<file path="config.mk">
export PLATFORM = sky130hd
export DESIGN_NAME = perf_event_dump
export DESIGN_NICKNAME = d
export VERILOG_FILES = /design/src/rtl/perf_pkg.sv /design/src/rtl/perf_counter.sv /design/src/rtl/perf_event_dump.sv
export SDC_FILE = /design/constraint.sdc
export NUM_CORES = 1
export LEC_CHECK = 0
export ABC_AREA = 1
export CAP_MARGIN = 20
export CORE_MARGIN = 3
export CORE_UTILIZATION = 69
export DETAILED_ROUTE_END_ITERATION = 10
export DONT_BUFFER_PORTS = 1
export PLACE_DENSITY = 0.85
export SETUP_SLACK_MARGIN = 0.4
export SKIP_LAST_GASP = 1
export SYNTH_ARGS = -nofsm -noshare
export SYNTH_HDL_FRONTEND = slang
export SYNTH_SLANG_ARGS = --single-unit
</file>
<file path="constraint.sdc">
create_clock -name clk -period 3.1 [get_ports clk]
set_clock_uncertainty 0.05 [all_clocks]
set_input_delay 0.31 -clock clk [delete_from_list [all_inputs] [get_ports clk]]
set_output_delay 0.31 -clock clk [all_outputs]
set_load 0.02 [all_outputs]
</file>
<file path="src/rtl/perf_pkg.sv">
// Shared types for the perf event dump path: FSM state encoding, counter type
// and ID width helper.
package perf_pkg;

  typedef enum logic {IDLE, SEND} perf_dump_state_t;

  localparam int EVENT_NUM_DEF = 8;
  localparam int CNT_WIDTH_DEF = 32;
  localparam int PERF_ID_W     = $clog2(EVENT_NUM_DEF);

  typedef logic [CNT_WIDTH_DEF-1:0] perf_cnt_t;

  // Keeps the id port at least one bit wide for any legal event count.
  function automatic int perf_id_w(input int n);
    return (n > 1) ? $clog2(n) : 1;
  endfunction

endpackage

</file>
<file path="src/rtl/perf_counter.sv">
// One wrapping event counter; clear wins over a same-cycle increment.
module perf_counter #(
  parameter int W = 32
) (
  input  logic         clk,
  input  logic         rst,
  input  logic         inc,
  input  logic         clr,
  output logic [W-1:0] cnt
);

  always_ff @(posedge clk or negedge rst) begin
    if (!rst)      cnt <= '0;
    else if (clr)  cnt <= '0;
    else if (inc)  cnt <= cnt + W'(1);
  end

endmodule

</file>
<file path="src/rtl/perf_event_dump.sv">
// Per-event performance counters with an atomic snapshot streamed out one
// counter per beat over a valid/ready port.
//
//   state | meaning
//   IDLE  | counting only; dump_req takes a snapshot and starts a dump
//   SEND  | presenting snap[idx]; advance on handshake, leave after last beat
module perf_event_dump
  import perf_pkg::*;
#(
  parameter int EVENT_NUM     = 8,
  parameter int CNT_WIDTH     = 32,
  parameter bit CLEAR_ON_DUMP = 1'b0,
  localparam int ID_W         = perf_id_w(EVENT_NUM)
) (
  input  logic                 clk,
  input  logic                 rst,
  input  logic [EVENT_NUM-1:0] event_i,
  input  logic                 clear_i,
  input  logic                 dump_req,
  output logic                 dump_busy,
  output logic                 out_valid,
  input  logic                 out_ready,
  output logic [ID_W-1:0]      out_id,
  output logic [CNT_WIDTH-1:0] out_cnt,
  output logic                 out_last
);

  localparam logic [ID_W-1:0] LAST_ID = ID_W'(EVENT_NUM - 1);

  perf_dump_state_t     state_q, state_d;
  logic [ID_W-1:0]      idx_q, idx_d;
  logic [CNT_WIDTH-1:0] cnt  [EVENT_NUM];
  logic [CNT_WIDTH-1:0] snap [EVENT_NUM];
  logic                 send, accept, last, hs, clr_all;

  assign send    = (state_q == SEND);
  assign accept  = (state_q == IDLE) && dump_req;
  assign last    = send && (idx_q == LAST_ID);
  assign hs      = send && out_ready;
  // Same-cycle events are lost when the dump also clears the live counters.
  assign clr_all = clear_i || (CLEAR_ON_DUMP && accept);

  for (genvar g = 0; g < EVENT_NUM; g++) begin : g_cnt
    perf_counter #(.W(CNT_WIDTH)) u_cnt (
      .clk (clk),
      .rst (rst),
      .inc (event_i[g]),
      .clr (clr_all),
      .cnt (cnt[g])
    );
  end

  always_comb begin
    state_d = state_q;
    idx_d   = idx_q;
    case (state_q)
      IDLE: begin
        if (dump_req) begin
          state_d = SEND;
          idx_d   = '0;
        end
      end
      SEND: begin
        if (hs) begin
          if (last) begin
            state_d = IDLE;
            idx_d   = '0;
          end else begin
            idx_d = idx_q + ID_W'(1);
          end
        end
      end
      default: begin
        state_d = IDLE;
        idx_d   = '0;
      end
    endcase
  end

  always_ff @(posedge clk or negedge rst) begin
    if (!rst) begin
      state_q <= IDLE;
      idx_q   <= '0;
    end else begin
      state_q <= state_d;
      idx_q   <= idx_d;
    end
  end

  // Snapshot captures pre-increment values and stays frozen for the whole dump.
  always_ff @(posedge clk or negedge rst) begin
    if (!rst) begin
      for (int i = 0; i < EVENT_NUM; i++) snap[i] <= '0;
    end else if (accept) begin
      for (int i = 0; i < EVENT_NUM; i++) snap[i] <= cnt[i];
    end
  end

  assign dump_busy = send;
  assign out_valid = send;
  assign out_id    = send ? idx_q : '0;
  assign out_cnt   = send ? snap[idx_q] : '0;
  assign out_last  = last;

endmodule

</file>
==> results.md, run 1 <==
- Status: finished with violations
- Failing checks: hold timing, slew limit
- XOR/XNOR Fraction of Synth Area: 0%
- Worst-margin pin slew: 2.29 ns
- Bufs on Longest Clock Path: 3
- Mux contribution to synthesized area: 5.39%
- Synth unique cells: 40
- Dpl cells: 3798
- Most common cell after layout, fill and taps aside: nand2_1
- Num rows: 71
- PD cells: 660 nW/um^2
- 1st-pass router iterations: 8
- Layout area overhead: 9.49%
- Synthesized area: 26600 um^2
- RSZ-0062 raised after global routing: false
- Die span in y: 202 um
- Largest family of logic cells by synthesized area: simple AND/OR/NAND/NOR gates
- Vias per inst: 6.23
- Critical path capture point type: output port
- Initial antenna violation count: 4
- Via Count: 24400
- Tmin final: 2.68 ns
- Rel. slew slack: -52.6%
- Worst-path clk slew: 0.06 ns
- Gr usage total: 39.3%
- Worst-Skew Late Latency: 0.60 ns
- Worst setup SP type: flop
- HPWL Detailed: 56500 um
- Syn Inst Count: 3389
- IO buf count: 0
- Total gr overflow: 0
- Commonest cells after routing, fill and taps aside: 785 x nand2_1, 609 x nor2_1, 513 x dfrtp_1, 339 x o21ai_0, 264 x inv_1
- # hold bufs at CTS: 17
- Async SR Flop Fraction: 100%
- Core footprint: 37800 um^2
- Syn nets: 3412
- Total Wirelength: 81400 um
- Synthesized flop and latch total: 516
- Number of synthesized flops with an enable pin: 0
- CP Class: flop to output port
- Critical Path RT: 2.74 ns
- Total CTS buffers: 53
- HP Class: input pin to asynchronous set/reset pin
- Setup tns final: 0 ns
- Worst EP arrival: 2.32 ns
- Fin. Hold Viols: 516
- Ys flop type: dfrtp_1
- Area of the die: 40900 um^2
- Max_cap viols: 0
- Fin cells: 3917
- Pwr Total: 19.2 mW
- Share of cells above drive strength 1: 10.6%
- Post-Synth Simple-Gate Area: 27.6%
- CTS root buf: clkbuf_16
- ANT nets after route: 0
- Post-Layout Inst Area: 29100 um^2
- Die Span X: 202 um
- VDD IR max: 0.496 mV
- DR DRC count: 0
- # setup viols final: 0
- Post-Synth Adder-Cell Area: 0.471%
- Post-synthesis compound-gate area fraction: 11.8%
- Final #Nets: 3385
- Sequential share of the synthesized area: 48.6%
- Final Slew Violations: 315
- Iteration-0 DRC Markers: 3628
- Mean post-synth cell area: 7.84 um^2
- FMAX: 373 MHz
- Largest net degree at the start of global routing: 517
- Crit share post-route: 86.4%
- Synth warn: 0
- Initial Util: 70.2%
- Area after DPL: 26900 um^2
- CTS Sinks: 516
- Worst Path Max Fanout: 53
- Num ports: 51
- TritonCTS clock tree: done
- Global-route wire length before repair: 126000 um
- RD Place Congestion: 1.05
- Vias in the first global route: 23000
- Lkg Pwr: 13.2 nW
- H-tree Lvls: 2
- Worst hold slack: -0.621 ns
- WL per Instance: 20.8 um
## synthesized netlist by cell type (10+ instances only)
cell      instances  area share (%)
mux2_2          127             5.4
nand3_1         176             3.3
dfrtp_1         516              49
inv_1           267             3.8
buf_4            22            0.62
nand2_2          13            0.31
nor3_1           19            0.36
nor2_1          609             8.6
o21ai_0         339             6.4
o22ai_1          68             1.6
nor2_2           29            0.68
a21oi_1         161             3.0
nand4_1          31            0.73
ha_1             10            0.47
clkbuf_1         58            0.82
nand2_1         801              11
buf_2            34            0.64
inv_2            12            0.17
nor2_4           32             1.4
## final cells by class
| cell class | count | area (um^2) |
|---|---|---|
| flip-flops and latches | 516 | 12900 |
| repair buffers | 41 | 539 |
| clock buffers | 67 | 1470 |
| inverters | 279 | 1070 |
| diodes | 1 | 2.50 |
| well taps | 511 | 639 |
| multi-input cells | 2471 | 12100 |
| fillers | 2645 | 8770 |
| clock inverters | 31 | 365 |
## per-stage QoR
step           worst slack (ns)  util (%)
3_5_place_dp              0.820      71.1
6_report                  0.422      76.8
5_1_grt                   0.434      76.8
4_1_cts                   0.399      76.5
2_1_floorplan              1.37         -
3_3_place_gp              0.891      71.1
## where the power goes
group / total, mW / switching, mW / internal (mW)
Combinational: 4.81 / 3.43 / 1.38
Clock: 6.76 / 2.80 / 3.96
Sequential: 7.63 / 0.491 / 7.14
Total: 19.2 / 6.71 / 12.5
## layer usage
| metal | vias to the layer above | wire, um | global-route usage [%] |
|---|---|---|---|
| met5 | - | 10 | 0.357 |
| met3 | 367 | 9020 | 10.4 |
| met4 | 2 | 6400 | 23.8 |
| met2 | 1477 | 36000 | 60.7 |
| li1 | 11000 | - | - |
| met1 | 11600 | 29900 | 50.2 |
## critical path: stages, from the launching register on
cell and delay [ns]:
dfrtp_4 0.56, clkinv_8 0.17, buf_16 0.23, nor2_1 0.07
o22ai_1 0.20, nand3_1 0.17, nand2_1 0.30
## path summary, 6_finish.rpt
kind                                      start                            endpoint  slack, ns  depth (start not counted)
hold / removal                              rst  g_cnt[0].u_cnt.cnt[26]$_DFFE_PN0P_      -0.62                          0
hold reg to reg            snap[67]$_DFFE_PN0P_                snap[67]$_DFFE_PN0P_       0.44                          2
setup / recovery           idx_q[0]$_DFFE_PN0P_                         out_cnt[24]       0.42                          6
setup reg to reg           idx_q[0]$_DFFE_PN0P_                 dump_busy$_DFF_PN0_       0.82                          7
min in group clk                     event_i[1]  g_cnt[1].u_cnt.cnt[23]$_DFFE_PN0P_       0.02                          4
max in group asynchronous                   rst                idx_q[1]$_DFFE_PN0P_       1.53                          0
## cell families (layout without fill, tap and decap cells)
family / count (synthesis) / count (layout)
AOI/OAI and AO/OA: 595 / 595
buffers and inverters: 402 / 418
muxes: 127 / 127
and+or+nand+nor: 1739 / 1739
adders and majority gates: 10 / 10
other: 0 / 1
DFF: 516 / 516
## sequential cells by signal, indices dropped and copies added (netlist names)
signal and cells:
dump_busy 1, idx_q 3, snap 256, g_cnt.u_cnt.cnt 256
## what timing repair did
item,4_1_cts,5_1_grt
pin swaps,0,1
gates resized for setup,19,10
setup buffers,0,1
gates cloned,0,2
endpoints found under the hold margin,590,516
setup endpoints to repair,32,32
Power figures use the tool's default switching activity.
==> inputs of run 2 (changes only) <==
- CORE_UTILIZATION: 69 -> 57
- PLACE_DENSITY: 0.85 -> 0.75
- clock period: 3.1 -> 2.2 ns (I/O delays scaled with it)
==> run 2 against run 1 <==
Worst setup slack got worse by 0.62 ns; die area rose by 20%; global-route usage fell by 5.5 points; design area rose by 6.5%; the flow finishes with violations (hold timing, setup timing); sequential power rose by 40%; register-to-register slack got worse by 0.38 ns.
==> results.md, run 2 (synthesis gave the netlist of run 1 again) <==
- Status: finished with violations (unchanged)
- Failing checks: hold timing, setup timing (was hold timing, slew limit)
- Worst hold slack: -0.715 ns (was -0.621 ns)
- Final Slew Violations: 0 (was 315)
- Global-route wire length before repair: 130000 um (was 126000 um)
- Clk network pwr share: 33.5% (was 35.2%)
- Initial Util: 58.1% (was 70.2%)
- Most common cell after layout, fill and taps aside: nand2_1 (unchanged)
- Num rows: 78 (was 71)
- Initial antenna violation count: 1 (was 4)
- Core footprint: 45700 um^2 (was 37800 um^2)
- Biggest regs: g_cnt.u_cnt.cnt x256, snap x256, idx_q x3 (unchanged)
- Critical path capture point type: output port (unchanged)
- # setup viols final: 33 (was 0)
- Lkg Pwr: 13.9 nW (was 13.2 nW)
- Dpl cells: 3912 (was 3798)
- Share of cells above drive strength 1: 15.0% (was 10.6%)
- TritonCTS clock tree: done (unchanged)
- Worst-path clk slew: 0.06 ns (about the same)
- DR DRC count: 0 (unchanged)
- Largest net degree at the start of global routing: 517 (unchanged)
- Post-Layout Inst Area: 31000 um^2 (was 29100 um^2)
- VDD IR max: 0.829 mV (was 0.496 mV)
- Total gr overflow: 0 (unchanged)
- RD Place Congestion: 0.995 (was 1.05)
- Num ports: 51 (unchanged)
- H-tree Lvls: 2 (unchanged)
- Commonest cells after routing, fill and taps aside: 764 x nand2_1, 566 x nor2_1, 513 x dfrtp_1, 317 x o21ai_0, 262 x inv_1 (was 785 x nand2_1, 609 x nor2_1, 513 x dfrtp_1, 339 x o21ai_0, 264 x inv_1)
- Area of the die: 49200 um^2 (was 40900 um^2)
- HPWL Detailed: 59300 um (was 56500 um)
- Critical Path RT: 1.93 ns (was 2.74 ns)
- Worst setup SP type: flop (unchanged)
- P_int: 20.4 mW (was 12.5 mW)
- Worst EP arrival: 2.13 ns (was 2.32 ns)
- Tmin final: 2.40 ns
- FMAX: 418 MHz
- Worst-Skew Late Latency: 0.61 ns (was 0.60 ns)
- CTS root buf: clkbuf_16 (unchanged)
- Fin. Hold Viols: 516 (unchanged)
- Vias in the first global route: 22900 (was 23000)
- Bufs on Longest Clock Path: 3 (unchanged)
- HP Class: input pin to asynchronous set/reset pin (unchanged)
- Total CTS buffers: 55 (was 53)
- Die span in y: 222 um (was 202 um)
- RSZ-0062 raised after global routing: true (was false)
- WL per Instance: 21.3 um (was 20.8 um)
- Setup tns final: -4.98 ns (was 0 ns)
- Via Count: 24300 (was 24400)
- Crit path from: idx_q[0]$_DFFE_PN0P_ (unchanged)
- Logic pwr share: 32.0% (was 25.0%)
- Layout area overhead: 16.6% (was 9.49%)
- IO buf count: 0 (unchanged)
- Fin cells: 4069 (was 3917)
- Iteration-0 DRC Markers: 2791 (was 3628)
- N_diodes: 0 (was 1)
- Worst Path Max Fanout: 5 (was 53)
- Crit share post-route: 109%
- Area after DPL: 27200 um^2 (was 26900 um^2)
- CP Class: flop to output port (unchanged)
- ANT nets after route: 0 (unchanged)
- PD cells: 1010 nW/um^2 (was 660 nW/um^2)
- Rel. slew slack: 32.9% (was -52.6%)
- Gr usage total: 33.8% (was 39.3%)
- Sw frac: 34.5% (was 35.0%)
- Pwr Total: 31.1 mW (was 19.2 mW)
- Vias per inst: 5.98 (was 6.23)
- Switching power: 10.7 mW (was 6.71 mW)
- CTS Sinks: 516 (unchanged)
- 1st-pass router iterations: 8 (unchanged)
- Reg2reg start: dump_busy$_DFF_PN0_ (was idx_q[0]$_DFFE_PN0P_)
- Total Wirelength: 86700 um (was 81400 um)
- Final #Nets: 3447 (was 3385)
- Worst-margin pin slew: 1.01 ns (was 2.29 ns)
- Die Span X: 222 um (was 202 um)
- # hold bufs at CTS: 19 (was 17)
- Max_cap viols: 0 (unchanged)
- Worst setup margin: -0.195 ns (was 0.422 ns)
- Reg power frac: 34.5% (was 39.8%)
## run 2: cell types whose count changed in the layout (fill, tap and decap cells not counted), sizes merged
cell         delta
diode           -1
dlygate4sd3     +2
clkinvlp        -6
clkinv          -2
bufbuf          +1
clkbuf         +13
bufinv          +6
buf            +50
## run 2: cell type report
| class | count | area, um^2 |
|---|---|---|
| Clock buffer | 73 | 1550 |
| Clock inverter | 29 | 485 |
| Fill cell | 3618 | 14700 |
| Inverter | 279 | 1080 |
| Multi-Input combinational cell | 2471 | 12600 |
| Sequential cell | 516 | 12900 |
| Tap cell | 600 | 751 |
| Timing Repair Buffer | 101 | 1550 |
## run 2: final timing paths
kind / endpoint / slack [ns] / cells past startpoint
max: out_cnt[15] / -0.20 / 9
min: snap[180]$_DFFE_PN0P_ / -0.71 / 0
max reg2reg: snap[98]$_DFFE_PN0P_ / 0.44 / 4
min reg2reg: snap[104]$_DFFE_PN0P_ / 0.44 / 2
max in group asynchronous: idx_q[0]$_DFFE_PN0P_ / 1.89 / 0
min in group clk: idx_q[1]$_DFFE_PN0P_ / 0.36 / 3
## run 2: what timing repair did
action,4_1_cts,5_1_grt
setup endpoints to repair,36,62
gates resized for setup,100,132
cloned,11,12
endpoints found under the hold margin,675,516
buffers inserted,5,8
pin swaps,18,89
## run 2: worst max-delay path: stages (launching register included)
cell and delay [ns]:
dfrtp_4 0.53, clkinv_8 0.10, buf_12 0.15, buf_12 0.14
clkbuf_16 0.16, nor2_1 0.04, o22ai_1 0.13, nand2_1 0.06
nand2_1 0.09, buf_6 0.12
## run 2: stage by stage
| stage | setup WS [ns] | util, % |
|---|---|---|
| after floorplan | 0.562 | - |
| after global placement | 0.305 | 59.6 |
| after detailed placement | 0.262 | 59.6 |
| after CTS | -0.212 | 66.0 |
| after global routing | -0.255 | 67.8 |
| final | -0.195 | 67.8 |
## run 2: power groups by stage
stage                     Combinational [mW]  Clock [mW]  Sequential [mW]
final                                   9.96        10.4             10.7
after global routing                    10.4        10.9             10.7
after CTS                               8.27        10.5             10.7
after detailed placement                6.48           0             10.8
after global placement                  6.35           0             10.8
after floorplan                         4.62           0             10.4
## run 2: layer usage
metal  vias up  wire [um]  track usage, %
li1      11100          -               -
met1     11700      32800            43.4
met2      1244      40100            55.1
met3       277       8130            7.11
met4         0       5700            16.3
met5         -          0               0
